<file path="config.mk">
export PLATFORM = sky130hd
export DESIGN_NAME = rr_grant_ctrl_flat
export DESIGN_NICKNAME = d
export VERILOG_FILES = /design/src/rtl/rr_grant_pkg.sv /design/src/rtl/rr_grant_ctrl_if.sv /design/src/rtl/rr_pick.sv /design/src/rtl/rr_grant_ctrl.sv /design/src/flat_wrapper.sv
export SDC_FILE = /design/constraint.sdc
export NUM_CORES = 1
export LEC_CHECK = 0
export ABC_AREA = 1
export CORE_ASPECT_RATIO = 0.9
export CORE_MARGIN = 2
export CORE_UTILIZATION = 25
export CTS_CLUSTER_DIAMETER = 60
export DETAILED_ROUTE_END_ITERATION = 12
export DONT_BUFFER_PORTS = 1
export PLACE_DENSITY = 0.39
export SKIP_CTS_REPAIR_TIMING = 1
export SYNTH_ARGS = -nofsm -noshare
export SYNTH_HDL_FRONTEND = slang
export SYNTH_SLANG_ARGS = --single-unit
</file>
<file path="constraint.sdc">
create_clock -name CK -period 1.8 [get_ports CK]
set_input_delay 0.18 -clock CK [delete_from_list [all_inputs] [get_ports CK]]
set_output_delay 0.18 -clock CK [all_outputs]
set_load 0.02 [all_outputs]
</file>
<file path="src/rtl/rr_grant_pkg.sv">
// Shared types for the rr_grant_ctrl request/grant sequencer.
// State encoding is fixed because STATE is exported as a raw 2-bit field.
package rr_grant_pkg;

    typedef enum logic [1:0] {
        ST_IDLE    = 2'b00,
        ST_BUSY    = 2'b01,
        ST_RELEASE = 2'b10,
        ST_RECOVER = 2'b11
    } state_t;

    localparam logic MODE_FIXED = 1'b0;
    localparam logic MODE_RR    = 1'b1;

endpackage

</file>
<file path="src/rtl/rr_grant_ctrl_if.sv">
// Request/grant bundle between a requester block (master) and rr_grant_ctrl (slave).
interface rr_grant_ctrl_if #(
    parameter int NUM_CH = 4,
    parameter int ID_W   = $clog2(NUM_CH)
);
    logic [NUM_CH-1:0] REQ;
    logic              MODE;
    logic              DONE_IN;
    logic              HOLD;
    logic [NUM_CH-1:0] GNT;
    logic [ID_W-1:0]   CH_ID;
    logic              BUSY;
    logic              TIMEOUT;
    logic [1:0]        STATE;

    modport master (output REQ, MODE, DONE_IN, HOLD,
                    input  GNT, CH_ID, BUSY, TIMEOUT, STATE);
    modport slave  (input  REQ, MODE, DONE_IN, HOLD,
                    output GNT, CH_ID, BUSY, TIMEOUT, STATE);
endinterface

</file>
<file path="src/rtl/rr_pick.sv">
// Combinational winner select: lowest set index, or first set index at/after ptr with wrap.
// Wrap-around is handled by searching a doubled request vector masked below ptr.
module rr_pick
    import rr_grant_pkg::*;
#(
    parameter int NUM_CH = 4,
    parameter int ID_W   = $clog2(NUM_CH)
) (
    input  logic [NUM_CH-1:0] req,
    input  logic [ID_W-1:0]   ptr,
    input  logic              mode,
    output logic [ID_W-1:0]   win,
    output logic              vld
);

    logic [2*NUM_CH-1:0] dbl;
    logic [2*NUM_CH-1:0] mask;
    logic [ID_W-1:0]     base;

    always_comb begin
        base = (mode == MODE_RR) ? ptr : '0;
        dbl  = {req, req};
        for (int i = 0; i < 2*NUM_CH; i++) begin
            mask[i] = (i >= int'(base));
        end
        // Scan downward so the lowest qualifying bit is the last one assigned.
        win = '0;
        for (int i = 2*NUM_CH-1; i >= 0; i--) begin
            if (dbl[i] && mask[i]) win = ID_W'(i % NUM_CH);
        end
        vld = |req;
    end

endmodule

</file>
<file path="src/rtl/rr_grant_ctrl.sv">
// Request/grant sequencer: fixed-priority or round-robin arbitration, watchdog
// timeout on long grants, and a fixed recovery interval after each timeout.
module rr_grant_ctrl
    import rr_grant_pkg::*;
#(
    parameter int NUM_CH      = 4,
    parameter int ID_W        = $clog2(NUM_CH),
    parameter int CNT_W       = 8,
    parameter int TIMEOUT_CYC = 200,
    parameter int RECOVER_CYC = 3
) (
    input  logic          CK,
    input  logic          RST,
    rr_grant_ctrl_if.slave bus
);

    state_t            state_q, state_d;
    logic [CNT_W-1:0]  cnt_q, cnt_d;
    logic [ID_W-1:0]   ptr_q, ptr_d;
    logic [NUM_CH-1:0] gnt_q, gnt_d;
    logic [ID_W-1:0]   chid_q, chid_d;
    logic              tmo_q, tmo_d;

    logic [ID_W-1:0]   pick_win;
    logic              pick_vld;

    rr_pick #(.NUM_CH(NUM_CH), .ID_W(ID_W)) u_pick (
        .req  (bus.REQ),
        .ptr  (ptr_q),
        .mode (bus.MODE),
        .win  (pick_win),
        .vld  (pick_vld)
    );

    always_ff @(posedge CK) begin
        if (RST) begin
            state_q <= ST_IDLE;
            cnt_q   <= '0;
            ptr_q   <= '0;
            gnt_q   <= '0;
            chid_q  <= '0;
            tmo_q   <= 1'b0;
        end else begin
            state_q <= state_d;
            cnt_q   <= cnt_d;
            ptr_q   <= ptr_d;
            gnt_q   <= gnt_d;
            chid_q  <= chid_d;
            tmo_q   <= tmo_d;
        end
    end

    always_comb begin
        state_d = state_q;
        cnt_d   = cnt_q;
        ptr_d   = ptr_q;
        gnt_d   = gnt_q;
        chid_d  = chid_q;
        tmo_d   = 1'b0;
        unique case (state_q)
            ST_IDLE: begin
                if (pick_vld) begin
                    state_d = ST_BUSY;
                    gnt_d   = NUM_CH'(1) << pick_win;
                    chid_d  = pick_win;
                    cnt_d   = '0;
                    ptr_d   = (pick_win == ID_W'(NUM_CH-1)) ? '0 : pick_win + 1'b1;
                end
            end
            ST_BUSY: begin
                // DONE_IN beats both HOLD and the watchdog.
                if (bus.DONE_IN) begin
                    state_d = ST_RELEASE;
                    gnt_d   = '0;
                end else if (!bus.HOLD) begin
                    if (cnt_q == CNT_W'(TIMEOUT_CYC-1)) begin
                        state_d = ST_RECOVER;
                        gnt_d   = '0;
                        tmo_d   = 1'b1;
                        cnt_d   = '0;
                    end else begin
                        cnt_d = cnt_q + 1'b1;
                    end
                end
            end
            ST_RELEASE: begin
                state_d = ST_IDLE;
            end
            ST_RECOVER: begin
                if (cnt_q == CNT_W'(RECOVER_CYC-1)) begin
                    state_d = ST_IDLE;
                    cnt_d   = '0;
                end else begin
                    cnt_d = cnt_q + 1'b1;
                end
            end
            default: state_d = ST_IDLE;
        endcase
    end

    assign bus.GNT     = gnt_q;
    assign bus.CH_ID   = chid_q;
    assign bus.BUSY    = (state_q == ST_BUSY);
    assign bus.TIMEOUT = tmo_q;
    assign bus.STATE   = state_q;

endmodule

</file>
<file path="src/flat_wrapper.sv">
// flat-port wrapper written by rule: the top's interface ports become plain ports
module rr_grant_ctrl_flat import rr_grant_pkg::*;
#(
    parameter int NUM_CH      = 4,
    parameter int ID_W        = $clog2(NUM_CH),
    parameter int CNT_W       = 8,
    parameter int TIMEOUT_CYC = 200,
    parameter int RECOVER_CYC = 3
)
  (CK, RST, bus_REQ, bus_MODE, bus_DONE_IN, bus_HOLD, bus_GNT, bus_CH_ID, bus_BUSY, bus_TIMEOUT, bus_STATE);
  rr_grant_ctrl_if #(.NUM_CH(NUM_CH), .ID_W(ID_W)) bus_i ();
  input  logic CK;
  input  logic RST;
  input wire logic [$bits(bus_i.REQ)-1:0] bus_REQ;
  input wire logic [$bits(bus_i.MODE)-1:0] bus_MODE;
  input wire logic [$bits(bus_i.DONE_IN)-1:0] bus_DONE_IN;
  input wire logic [$bits(bus_i.HOLD)-1:0] bus_HOLD;
  output wire logic [$bits(bus_i.GNT)-1:0] bus_GNT;
  output wire logic [$bits(bus_i.CH_ID)-1:0] bus_CH_ID;
  output wire logic [$bits(bus_i.BUSY)-1:0] bus_BUSY;
  output wire logic [$bits(bus_i.TIMEOUT)-1:0] bus_TIMEOUT;
  output wire logic [$bits(bus_i.STATE)-1:0] bus_STATE;
  assign bus_i.REQ = bus_REQ;
  assign bus_i.MODE = bus_MODE;
  assign bus_i.DONE_IN = bus_DONE_IN;
  assign bus_i.HOLD = bus_HOLD;
  assign bus_GNT = bus_i.GNT;
  assign bus_CH_ID = bus_i.CH_ID;
  assign bus_BUSY = bus_i.BUSY;
  assign bus_TIMEOUT = bus_i.TIMEOUT;
  assign bus_STATE = bus_i.STATE;
  rr_grant_ctrl #(.NUM_CH(NUM_CH), .ID_W(ID_W), .CNT_W(CNT_W), .TIMEOUT_CYC(TIMEOUT_CYC), .RECOVER_CYC(RECOVER_CYC)) u_core (.CK(CK), .RST(RST), .bus(bus_i));
endmodule
</file>
Yosys cells after proc, flatten, opt, wreduce, memory -nomap -nowiden:

Cells that the tools add are included.

* bits in registers: 19
* bits of input ports: 9
* output and inout port bits: 10
* word-level logic and storage cells: 64

* $add $sub $neg: 2
* magnitude comparators: 3
* eq/ne operators: 12
* shifts and indexed selects: 1
* mux-type cells: 27
* bitwise logic cells: 1
* reduce and logical (&&, ||, !) cells: 12

Operators with widths (count)
* $mux 8: 5
* $mux 2: 14
* $pmux 8 s3: 1
* $mux 4: 4
* $reduce_and 4->1: 3
* $add 8x1->8 const B: 1
* $eq 8x2->1 const B: 1
* $eq 8x8->1 const B: 1
* $pmux 2 s4: 1
* $pmux 4 s2: 1
* $reduce_or 4->1: 2
* $eq 2x2->1 const B: 3
* $ge 1x2->1 const A: 2
* $ne 2x1->1 const B: 2
* $ne 2x2->1 const B: 2
* $shl 1x2->4 const A: 1
* $logic_and 1x1->1: 3
* $ne 3x2->1 const B: 1
* $ne 3x3->1 const B: 1
* $reduce_bool 3->1: 1
* $add 2x1->2 const B: 1
* $eq 2x1->1 const B: 1
* $ge 2x2->1 const A: 1
* $logic_not 2->1: 1
* 4 further kinds: 4

Longest topological paths before layout:

Gate-level depths: netlist of run 1.

* depth after elaboration: 10
* depth in mapped cells: 10
* gate-level depth less buffers: 10

Cells and area by module:

Synthesis of run 1 repeated with hierarchy kept, for this count alone.

* cell total of the unflattened synthesis: 183
* area total of the unflattened synthesis: 1144.8 sq um

By module, submodules not included
* rr_grant_ctrl: times used 1, cells an instance 164, area each 1062.3 sq um, seq. area each 380.4 sq um
* rr_pick: times used 1, cells an instance 19, area each 82.6 sq um, seq. area each 0.0 sq um

Least setup slack after synthesis of run 1:

No wires, ideal clock.

* path type: register -> register
* start point: register u_core.ptr_q[1]
* end point: register u_core.ptr_q[1]
* library setup time: 0.116 ns
* arrival time: 1.238 ns
* data required time: 1.684 ns
* setup slack: 0.446 ns
* stages on the path, launching flop included: 9
* buffers on the path: 0
* period minus slack after synthesis: 1.354 ns
* cells stage by stage: dfxtp_1 > nand2_1 > o21ai_0 > nand2_1 > nand2_1 > nand2_1 > ha_1 > o21ai_0 > nor2_1

* longest elaborated chain between the ends: 8
* elaborated cells between the ends (all ways): 13
* classes of those cells: add/sub (1); order compare (3); eq/ne (1); mux (5); reduce/logical (3)

RTL lines
* start: declaration: line rr_grant_ctrl.sv:19 `logic [ID_W-1:0] ptr_q, ptr_d;`
* start signal: assignment: line rr_grant_ctrl.sv:46 `ptr_q <= ptr_d;`
* $mux 2 *: line rr_pick.sv:21 `base = (mode == MODE_RR) ? ptr : '0;`
* $ge 2x2->1: line rr_pick.sv:24 `mask[i] = (i >= int'(base));`
* $logic_and 1x1->1: line rr_pick.sv:29 `if (dbl[i] && mask[i]) win = ID_W'(i % NUM_CH);`
* $mux 2 (2 in series): line rr_pick.sv:29
* $mux 2 *: line rr_pick.sv:29
* $add 2x1->2 / $eq 2x2->1 (equally long branches): line rr_grant_ctrl.sv:67 `ptr_d = (pick_win == ID_W'(NUM_CH-1)) ? '0 : pick_win + 1'b1;`
* $mux 2 *: line rr_grant_ctrl.sv:67

Mark *: on every way between the ends. The rest lies on a longest branch, timed or not.
A chain may end at the register's enable or synchronous reset.

Worst setup path after layout of run 1:

Same ends and word-level chain as after synthesis.

==> results of run 1 <==
critical path, cell delays in order (launching register included):
cell and delay (ps):
sky130_fd_sc_hd__dfxtp_1 340, sky130_fd_sc_hd__nand2_1 120, sky130_fd_sc_hd__o21ai_0 170, sky130_fd_sc_hd__nand2_1 90, sky130_fd_sc_hd__nand2_1 60, sky130_fd_sc_hd__nand2_1 120
sky130_fd_sc_hd__ha_1 310, sky130_fd_sc_hd__o21ai_0 160, sky130_fd_sc_hd__nor2_1 50
how the worst max path moves through the flow:
stage	end	cells after the start	slack [ps]	from
finish	u_core.ptr_q[1]	8	280	u_core.ptr_q[1]
global route	u_core.ptr_q[1]	8	80	u_core.ptr_q[1]
CTS	u_core.ptr_q[1]	8	280	u_core.ptr_q[1]
detailed placement	u_core.ptr_q[1]	8	290	u_core.ptr_q[1]
global placement	u_core.ptr_q[1]	8	300	u_core.ptr_q[1]
floorplan	u_core.ptr_q[1]	8	450	u_core.ptr_q[1]
per-layer routing:
layer,part of all wire,vias up,global-route usage
li1,-,542,-
met1,0.52,430,0.1636
met2,0.39,22,0.1864
met3,0.069,5,0.03963
met4,0.021,0,0.06250
met5,0,-,0
where the power goes:
group | switching (mW) | total (mW) | internal [mW]
logic | 0.169 | 0.252 | 0.0830
clock network | 0.156 | 0.311 | 0.154
registers | 0.0614 | 0.519 | 0.458
kinds of logic after synthesis:
group	count (synthesis)
compound gates	21
fa+ha+maj	4
flops	19
simple gates	97
buf+inv	26
xor+xnor	1
registers in the layout (all words and copies together), names as in the netlist:
signal / cells
u_core.bus.CH_ID: 2
u_core.bus.GNT: 4
u_core.bus.STATE: 2
u_core.bus.TIMEOUT: 1
u_core.cnt_q: 8
u_core.ptr_q: 2
cells in the final DEF (no fill, tap or decap), types with 3 or more instances in the layout:
master	Yosys	routed
sky130_fd_sc_hd__nor2_1	28	28
sky130_fd_sc_hd__nand3_1	11	11
sky130_fd_sc_hd__inv_1	20	20
sky130_fd_sc_hd__o21ai_1	3	3
sky130_fd_sc_hd__a21oi_1	11	11
sky130_fd_sc_hd__o21ai_0	6	6
sky130_fd_sc_hd__nand4_1	3	3
sky130_fd_sc_hd__clkbuf_8	0	3
sky130_fd_sc_hd__ha_1	4	4
sky130_fd_sc_hd__nand2_2	3	3
sky130_fd_sc_hd__dfxtp_1	19	19
sky130_fd_sc_hd__nand2_1	44	44
sky130_fd_sc_hd__inv_2	5	5
area by class of cell:
type                            instances  area share
Multi-Input combinational cell        123      0.4922
Sequential cell                        19      0.3170
Inverter                               26     0.08133
Tap cell                               48     0.05005
Clock buffer                            3     0.03441
Timing Repair Buffer                    3     0.02086
Clock inverter                          1    0.004171
==> metrics.md, run 1 <==
| Metric | Value |
|---|---|
| Run status | `complete, no violations` |
| Commonest cells in the netlist | `sky130_fd_sc_hd__nand2_1 (44), sky130_fd_sc_hd__nor2_1 (28), sky130_fd_sc_hd__inv_1 (20), sky130_fd_sc_hd__dfxtp_1 (19)` |
| Vias | `between 900 and 1k` |
| Fraction of synthesized cell area taken by the top area cell type | `0.3560` |
| Crit path max fanout | `5` |
| Syn nets | `181` |
| Logic depth of the worst register-to-register path | `8` |
| Sink of the worst hold path | `u_core.cnt_q[7]` |
| Final Total Pwr | `between 1 and 1.5 mW` |
| Launch instance of the worst min-delay path | `RST` |
| Power density normalized to cell area | `around 900 nW/um^2` |
| Antenna diode instance count | `0` |
| Combinational family with the most area after synthesis | `simple AND/OR/NAND/NOR gates` |
| Starting utilization of the core area | `0.2605` |
| Number of library cell types mapped by synthesis | `20` |
| Utilization of the core after routing | `0.2926` |
| Total area of multi-input combinational cells | `about 590 um^2` |
| Number of sinks driven by the clock tree | `19` |
| Detailed-router iteration count before antenna repair | `4` |
| Critical Path RT | `1960 ps` |
| Site row count | `22` |
| Number of buffers inserted during clock tree synthesis | `3` |
| Xor-xnor portion of the synthesized cell area | `0.008197` |
| Area contributors post-synth | `sky130_fd_sc_hd__dfxtp_1 (36%), sky130_fd_sc_hd__nand2_1 (15%), sky130_fd_sc_hd__nor2_1 (9.8%), sky130_fd_sc_hd__inv_1 (7.0%), sky130_fd_sc_hd__a21oi_1 (5.2%)` |
| Final worst-path cycle share | `0.8443` |
| Async set or reset register ratio after synthesis | `0` |
| Total congestion overflow after global routing | `0` |
| Mux cell area share after synthesis | `0` |
| Sequential-to-total area share from yosys stat | `0.3560` |
| Number of antenna violations at the first check in global routing | `0` |
| Cell Count Post-Placement | `approximately 220` |
| Worst endpoint data arrival time | `approximately 1700 ps` |
| Instance area at placement | `about 1100 um^2` |
| Final Cell Area | `roughly 1200 um^2` |
| Synth Instances | `168` |
| Worst vdd rail ir drop | `about 0.27 mV` |
| Synthesized-area fraction occupied by ao, oa, aoi and oai cells | `0.1007` |
| Final hold vios | `0` |
| R2R setup slack | `280 ps` |
| Post-route antenna net violation count | `0` |
| Vias in the first global route | `969` |
| Synth Cell Area | `~1100 um^2` |
| Worst path setup slack after routing | `between 200 and 300 ps` |
| Die extent in y | `between 60 and 70 um` |
| Share of layout cells above drive strength 1 | `0.1086` |
| Most frequent cell after synthesis | `sky130_fd_sc_hd__nand2_1` |
| Clock-pin slew on the worst setup and hold paths | `about 80 ps` |
| Cell taking the most area after synthesis | `sky130_fd_sc_hd__dfxtp_1` |
| Die footprint | `approximately 4800 um^2` |
| Finished Layout Cells | `223` |
| Max Clock Freq | `between 0.6 and 0.7 GHz` |
| Maximum clock skew at final layout | `between 5 and 6 ps` |
| CTS max path bufs | `2` |
| Endpoint kind of the worst setup timing path | `register` |
| Clock root cell | `sky130_fd_sc_hd__clkbuf_8` |
| TritonCTS clock tree | `done` |
| Io pins | `19` |
| Total Nets Final | `189` |
| Measured slew at the worst slew-check pin | `approximately 440 ps` |
| Setup repair after global routing missed its margin | `no` |
| Type of the worst setup path | `reg2reg` |
| Arithmetic-cell share of the synthesized area counting full adders, half adders and majority gates | `0.04684` |
| Final Max Slew Viols | `0` |
| Average cell area after synthesis | `6.360 um^2` |
| Area share of and/or/nand/nor cells after synthesis | `0.3970` |
| Worst slack at placement | `~290 ps` |
| Total Routed Length | `2493 um` |
| Sequential cell area in the final layout | `380.4 um^2` |
| Count of flip-flops with a built-in enable after synthesis | `0` |
| Worst skew pair latency | `about 260 ps` |
| Post-Route Hold Slack | `88.66 ps` |
| Per-cell via count in the routed design | `4.480` |
| Post-Route Setup TNS | `0 ps` |
| First-pass GRT wire length | `approximately 4600 um` |
| Max-capacitance violation count | `0` |
| FF+latch count, synth | `19` |
| Final weighted congestion of routability-driven global placement | `0.8126` |
| Leakage Power | `0.5319 nW` |
| CP Launch Type | `register` |
| Quantity of I/O buffers inserted on ports | `0` |
| Critical register-to-register path startpoint | `u_core.ptr_q[1]` |
| # fillers | `451` |
| Synthesis warning total | `0` |
| Post-synthesis to final-layout area growth | `12.29%` |
| DRC | `0` |
| Worst-case headroom to the max-slew limit | `0.7083` |
| Top FF cell, synth | `sky130_fd_sc_hd__dfxtp_1` |
| Period minus WS final | `roughly 1500 ps` |
| Pin count of the biggest net entering global routing | `12` |
| Total track usage | `0.1258` |
| Number of H-tree levels | `1` |
| Placed wire-length estimate after detailed placement | `a little under 2000 um` |
| Hold-critical path depth | `3` |
| FF-to-FF End | `u_core.ptr_q[1]` |
| Final setup violating endpoints | `0` |
| Horizontal extent of the die | `roughly 73 um` |
| Placeable core area | `around 4000 um^2` |
| DRT iter0 DRCs | `79` |
| Min-delay worst type | `in2reg` |
| DR WL/cell | `11.18 um` |
Power figures use the tool's default switching activity.
==> run 2: changes to the inputs <==
- clock period: 1.8 -> 1.5 ns (I/O delays scaled with it)
==> run 2 against run 1 <==
Power increased by 25%. Die area stayed put. Fmax increased by 13%. Sequential power up 19%. Critical path depth grew 1. Largest power group unchanged. Critical endpoint is now u_core.bus.GNT[2]. Wire length is 7.5% higher. Clock power is 23% higher. Final cell count up 2.2%. Sequential share of layout area decreased by 1.6 points. First-iteration DRC count is 37% lower.
==> metrics.md, run 2 (synthesis results as in run 1) <==
| Metric | Value |
|---|---|
| Final Total Pwr | `1.353 mW (+25%)` |
| Worst vdd rail ir drop | `0.4393 mV (+64%)` |
| Critical path's most frequent cell | `sky130_fd_sc_hd__nand2_1` |
| Launching instance or port of the critical path | `u_core.bus.STATE[0]` |
| Max FFs per register | `8 (unchanged)` |
| Clock power frac | `0.281 (-0.006)` |
| Total track usage | `0.1250 (-0.0007985)` |
| TritonCTS clock tree | `done` |
| Utilization of the core after routing | `0.3099 (+0.01739)` |
| Number of H-tree levels | `1 (unchanged)` |
| Clock root cell | `sky130_fd_sc_hd__clkbuf_8` |
| Starting utilization of the core area | `0.2605 (unchanged)` |
| Reg power frac | `0.455 (-0.025)` |
| Final Max Slew Viols | `0 (unchanged)` |
| Instance area at placement | `1181 um^2 (+3.3%)` |
| Finished Layout Cells | `228 (+2.2%)` |
| DRC | `0 (unchanged)` |
| Detailed-router iteration count before antenna repair | `4 (unchanged)` |
| CP Launch Type | `register` |
| Launch instance of the worst min-delay path | `RST` |
| Commonest cells after routing, fill and taps aside | `sky130_fd_sc_hd__nand2_1 (42), sky130_fd_sc_hd__nor2_1 (27), sky130_fd_sc_hd__inv_1 (20), sky130_fd_sc_hd__dfxtp_1 (17), sky130_fd_sc_hd__a21oi_1 (11)` |
| Leakage Power | `0.5597 nW (+5.2%)` |
| Vias in the first global route | `1044 (+7.7%)` |
| Worst skew pair latency | `260 ps (about the same)` |
| Antenna diode instance count | `0 (unchanged)` |
| Number of sinks driven by the clock tree | `19 (unchanged)` |
| Final worst-path cycle share | `0.8999 (+0.05554)` |
| Type of the worst setup path | `reg2reg` |
| CP delay by family, top | `simple AND/OR/NAND/NOR gates` |
| Share of layout cells above drive strength 1 | `0.1778 (+0.06921)` |
| Critical register-to-register path startpoint | `u_core.bus.STATE[0]` |
| Final Cell Area | `1271 um^2 (+5.9%)` |
| Worst endpoint data arrival time | `1510 ps (-170 ps)` |
| Final setup violating endpoints | `0 (unchanged)` |
| Number of antenna violations at the first check in global routing | `0 (unchanged)` |
| Max Clock Freq | `0.7408 GHz (+13%)` |
| Crit path max fanout | `6 (+1)` |
| Post-Route Setup TNS | `0 ps (unchanged)` |
| Slowest cell on crit path | `sky130_fd_sc_hd__dfxtp_1` |
| Logic pwr share | `0.263 (+0.030)` |
| Post-synthesis to final-layout area growth | `18.97%` |
| Placed wire-length estimate after detailed placement | `2077 um (+6.4%)` |
| Clock-pin slew on the worst setup and hold paths | `80 ps (about the same)` |
| Max-capacitance violation count | `0 (unchanged)` |
| Worst path max stage delay | `470 ps (+130 ps)` |
| Sw power | `490.5 uW (+27%)` |
| Vias | `1048 (+4.9%)` |
| Period minus WS final | `1350 ps (-170.0 ps)` |
| Worst-case headroom to the max-slew limit | `0.7751 (+0.06681)` |
| Power density normalized to cell area | `1065 nW/um^2 (+18%)` |
| Switching power as a share of total power | `0.3624 (+0.004890)` |
| Placeable core area | `4101 um^2 (unchanged)` |
| Register bank with the most flops | `u_core.cnt_q` |
| Io pins | `19 (unchanged)` |
| Commonest non-fill, non-tap cell in the layout | `sky130_fd_sc_hd__nand2_1` |
| Number of buffers inserted during clock tree synthesis | `3 (unchanged)` |
| Post-Route Hold Slack | `55.93 ps (-32.73 ps)` |
| DR WL/cell | `11.75 um (+5.1%)` |
| Worst slack at placement | `48.64 ps (-238.7 ps)` |
| Final hold vios | `0 (unchanged)` |
| Cells traversed along the worst timing path | `inv_2 > nor2_4 > nand3_1 > nand2_1 > inv_2 > nand3_4 > nand2_1 > nand2_1 > nor2_1` |
| Worst path setup slack after routing | `150.2 ps (-130.0 ps)` |
| Cell Count Post-Placement | `223 (+2.3%)` |
| Critical Path RT | `1660 ps (-300 ps)` |
| Horizontal extent of the die | `72.91 um (unchanged)` |
| Met1 Usage GRT | `0.1639 (+0.0003183)` |
| Internal power | `863.0 uW (+24%)` |
| Min-delay worst type | `in2reg` |
| DRT iter0 DRCs | `50 (-37%)` |
| Post-route antenna net violation count | `0 (unchanged)` |
| Most used routing layer in global routing | `met2` |
| First-pass GRT wire length | `4664 um (+1.0%)` |
| Quantity of I/O buffers inserted on ports | `0 (unchanged)` |
| Die extent in y | `66.02 um (unchanged)` |
| Setup repair after global routing missed its margin | `no` |
| Die footprint | `4814 um^2 (unchanged)` |
| Endpoint kind of the worst setup timing path | `register` |
| Buffering stage count on the worst path with inverters included | `2 (+2)` |
| Measured slew at the worst slew-check pin | `335.3 ps (-101.7 ps)` |
| Maximum clock skew at final layout | `3.149 ps (-2.747 ps)` |
| Pin count of the biggest net entering global routing | `13 (+1)` |
| Total congestion overflow after global routing | `0 (unchanged)` |
| Global Route met2 Usage | `0.1977 (+0.01136)` |
| Site row count | `22 (unchanged)` |
| CTS max path bufs | `2 (unchanged)` |
| Met3 demand-to-capacity share in global routing | `0.03963 (unchanged)` |
| Total Routed Length | `2679 um (+7.5%)` |
| Run status | `complete, no violations` |
| Per-cell via count in the routed design | `4.596 (+2.6%)` |
| Total Nets Final | `194 (+2.6%)` |
| Final weighted congestion of routability-driven global placement | `0.7999 (-1.6%)` |
==> run 2: cell count changes in the layout (fill, tap and decap cells not counted), moves of 2 or more <==
cell	before	now
sky130_fd_sc_hd__buf_4	2	7
sky130_fd_sc_hd__dfxtp_1	19	17
sky130_fd_sc_hd__dfxtp_2	0	2
sky130_fd_sc_hd__nand2_1	44	42
sky130_fd_sc_hd__nand2_2	3	5
sky130_fd_sc_hd__nand3_1	11	9
sky130_fd_sc_hd__o21ai_0	6	4
==> run 2: layout make-up <==
class,instances,area (um^2)
fill,448,2830
multi-input combinational,123,619.3
sequential,19,382.9
inverter,26,97.59
timing repair buffer,8,62.56
tap,48,60.06
clock buffer,3,41.29
clock inverter,1,7.507
==> run 2: worst reg2reg max path, delay by kind of cell, from the launching register on <==
family | cells | cell delay, ps
and+or+nand+nor | 7 | 650
DFF | 1 | 470
buffers and inverters | 2 | 130
==> run 2: final timing paths <==
path	end	slack, ps	cells past startpoint
setup / recovery	u_core.bus.GNT[2]	150	9
hold / removal	u_core.cnt_q[7]	60	3
setup reg to reg	u_core.bus.GNT[2]	150	9
hold reg to reg	u_core.ptr_q[0]	480	2
==> run 2: layer usage <==
| layer | vias up | wire length [um] |
|---|---|---|
| li1 | 553 | - |
| met3 | 2 | 136 |
| met2 | 21 | 1129 |
| met4 | 0 | 22 |
| met5 | - | 0 |
| met1 | 472 | 1391 |
==> run 2: power groups by stage <==
stage                     combinational [mW]  sequential (mW)  clock [mW]
after global placement                 0.334            0.626           0
final                                  0.356            0.616       0.381
after CTS                              0.339            0.614       0.399
after global routing                   0.414            0.623       0.424
after detailed placement               0.336            0.627           0
after floorplan                        0.228            0.629           0
==> run 3: changes to the inputs <==
- CORE_MARGIN: 2 -> 1.5
==> run 3 against run 2 <==
Register-to-register slack hardly changed. Non-clock buffer count decreased by 1. Die area shrank 2.9%. Combinational power shrank 2%. Worst hold slack is essentially flat. Critical path depth shrank 1. Clock power about the same. Fmax fell by 1.0%. Sequential power about the same. Largest power group unchanged.
==> metrics.md, run 3 (synthesis results as in run 1) <==
| Metric | Value |
|---|---|
| Endpoint kind of the worst setup timing path | `register` |
| Vias | `1039 (-0.86%)` |
| Maximum clock skew at final layout | `2.076 ps (-1.073 ps)` |
| Quantity of I/O buffers inserted on ports | `0 (unchanged)` |
| Die extent in y | `65.02 um (-1.5%)` |
| Io pins | `19 (unchanged)` |
| Die footprint | `4676 um^2 (-2.9%)` |
| Register bank with the most flops | `u_core.cnt_q` |
| Total track usage | `0.1297 (+0.004632)` |
| Commonest cells after routing, fill and taps aside | `sky130_fd_sc_hd__nand2_1 (42), sky130_fd_sc_hd__nor2_1 (28), sky130_fd_sc_hd__inv_1 (20), sky130_fd_sc_hd__dfxtp_1 (17), sky130_fd_sc_hd__a21oi_1 (10)` |
| CTS max path bufs | `2 (unchanged)` |
| Post-route antenna net violation count | `0 (unchanged)` |
| Final worst-path cycle share | `0.9090 (+0.009078)` |
| Power density normalized to cell area | `1068 nW/um^2 (+0.34%)` |
| CP Launch Type | `register` |
| Buffering stage count on the worst path with inverters included | `0 (-2)` |
| Antenna diode instance count | `0 (unchanged)` |
| Slowest cell on crit path | `sky130_fd_sc_hd__dfxtp_2` |
| Setup repair after global routing missed its margin | `no` |
| Site row count | `22 (unchanged)` |
| Final hold vios | `0 (unchanged)` |
| Run status | `complete, no violations` |
| Measured slew at the worst slew-check pin | `326.5 ps (-8.788 ps)` |
| First-pass GRT wire length | `4767 um (+2.2%)` |
| Total congestion overflow after global routing | `0 (unchanged)` |
| Final Total Pwr | `1.347 mW (-0.45%)` |
| Total Nets Final | `193 (-0.52%)` |
| Vias in the first global route | `1037 (-0.67%)` |
| Worst path setup slack after routing | `136.6 ps (-13.62 ps)` |
| Number of antenna violations at the first check in global routing | `0 (unchanged)` |
| Number of H-tree levels | `1 (unchanged)` |
| DRT iter0 DRCs | `30 (-40%)` |
| Crit path max fanout | `5 (-1)` |
| Placed wire-length estimate after detailed placement | `2073 um (-0.19%)` |
| Max-capacitance violation count | `0 (unchanged)` |
| Detailed-router iteration count before antenna repair | `5 (+1)` |
| Total Routed Length | `2690 um (+0.41%)` |
| # fillers | `455 (+1.6%)` |
| Type of the worst setup path | `reg2reg` |
| Clock root cell | `sky130_fd_sc_hd__clkbuf_8` |
| Final Max Slew Viols | `0 (unchanged)` |
| Horizontal extent of the die | `71.91 um (-1.4%)` |
| Post-synthesis to final-layout area growth | `18.03%` |
| Number of buffers inserted during clock tree synthesis | `3 (unchanged)` |
| Worst path max stage delay | `340 ps (-130 ps)` |
| TritonCTS clock tree | `done` |
| Placeable core area | `4101 um^2 (unchanged)` |
| Pin count of the biggest net entering global routing | `13 (unchanged)` |
| Starting utilization of the core area | `0.2605 (unchanged)` |
| Min-delay worst type | `in2reg` |
| Critical Path RT | `1660 ps (about the same)` |
| Max Clock Freq | `0.7334 GHz (-1.0%)` |
| Per-cell via count in the routed design | `4.577 (-0.42%)` |
| Leakage Power | `0.5535 nW (-1.1%)` |
| Worst skew pair latency | `260 ps (about the same)` |
| Worst endpoint data arrival time | `1520 ps (about the same)` |
| DRC | `0 (unchanged)` |
| Worst-case headroom to the max-slew limit | `0.7810 (+0.005894)` |
| Worst vdd rail ir drop | `0.4581 mV (+4.3%)` |
| Period minus WS final | `1363 ps (+13.62 ps)` |
| Number of sinks driven by the clock tree | `19 (unchanged)` |
| Final weighted congestion of routability-driven global placement | `0.8097 (+1.2%)` |
| Clock-pin slew on the worst setup and hold paths | `80 ps (about the same)` |
| Worst slack at placement | `22.38 ps (-26.26 ps)` |
| Final setup violating endpoints | `0 (unchanged)` |
| CP delay by family, top | `simple AND/OR/NAND/NOR gates` |
| Max FFs per register | `8 (unchanged)` |
| Cells traversed along the worst timing path | `nand2_2 > o21ai_1 > nand2_1 > nand2_1 > nand2_2 > ha_1 > o21ai_1 > nor2_1` |
| DR WL/cell | `11.85 um (+0.85%)` |
| Commonest non-fill, non-tap cell in the layout | `sky130_fd_sc_hd__nand2_1` |
| Share of layout cells above drive strength 1 | `0.1676 (-0.01018)` |
run 3: layout make-up:
type | instances | area, um^2 | share of cell area
clock buffers | 3 | 41.29 | 0.03274
inverters | 26 | 97.59 | 0.07738
flip-flops and latches | 19 | 382.9 | 0.3036
clock inverters | 1 | 7.507 | 0.005952
repair buffers | 7 | 55.05 | 0.04365
well taps | 48 | 60.06 | 0.04762
multi-input cells | 123 | 616.8 | 0.4891
run 3: worst paths after layout:
kind	from	endpoint	slack [ps]	cells after the start
worst min register to register	u_core.ptr_q[0]	u_core.ptr_q[0]	490	2
worst max register to register	u_core.ptr_q[1]	u_core.ptr_q[1]	140	8
worst max-delay path	u_core.ptr_q[1]	u_core.ptr_q[1]	140	8
worst min-delay path	RST	u_core.cnt_q[7]	60	3
run 3: worst min-delay path: stages:
cell and delay (ps):
sky130_fd_sc_hd__nor2_1 30, sky130_fd_sc_hd__nand3_1 70, sky130_fd_sc_hd__nor2_1 40
run 3: through the flow:
| stage | std cells | utilization | TNS (ps) | area (um^2) | hold WS [ps] |
|---|---|---|---|---|---|
| after floorplan | 168 | - | 0 | 1069 | 219.1 |
| after global placement | 222 | 0.2862 | 0 | 1174 | 220.7 |
| after detailed placement | 222 | 0.2862 | 0 | 1174 | 221.3 |
| after CTS | 226 | 0.2980 | -3.368 | 1222 | -71.35 |
| after global routing | 227 | 0.3075 | 0 | 1261 | 81.41 |
| final | 227 | 0.3075 | 0 | 1261 | 56.38 |
run 3: per-layer routing:
metal | vias to the layer above | track usage | share of wire | wire length [um]
met3 | 2 | 0.04044 | 0.057 | 154
li1 | 546 | - | - | -
met4 | 0 | 0.04009 | 0.0086 | 23
met1 | 467 | 0.1775 | 0.52 | 1410
met5 | - | 0 | 0 | 0
met2 | 24 | 0.1933 | 0.41 | 1102
run 3: where the power goes:
group	internal, mW	switching (mW)	total (mW)
Sequential	0.551	0.0667	0.618
Clock	0.187	0.194	0.381
Combinational	0.119	0.229	0.348
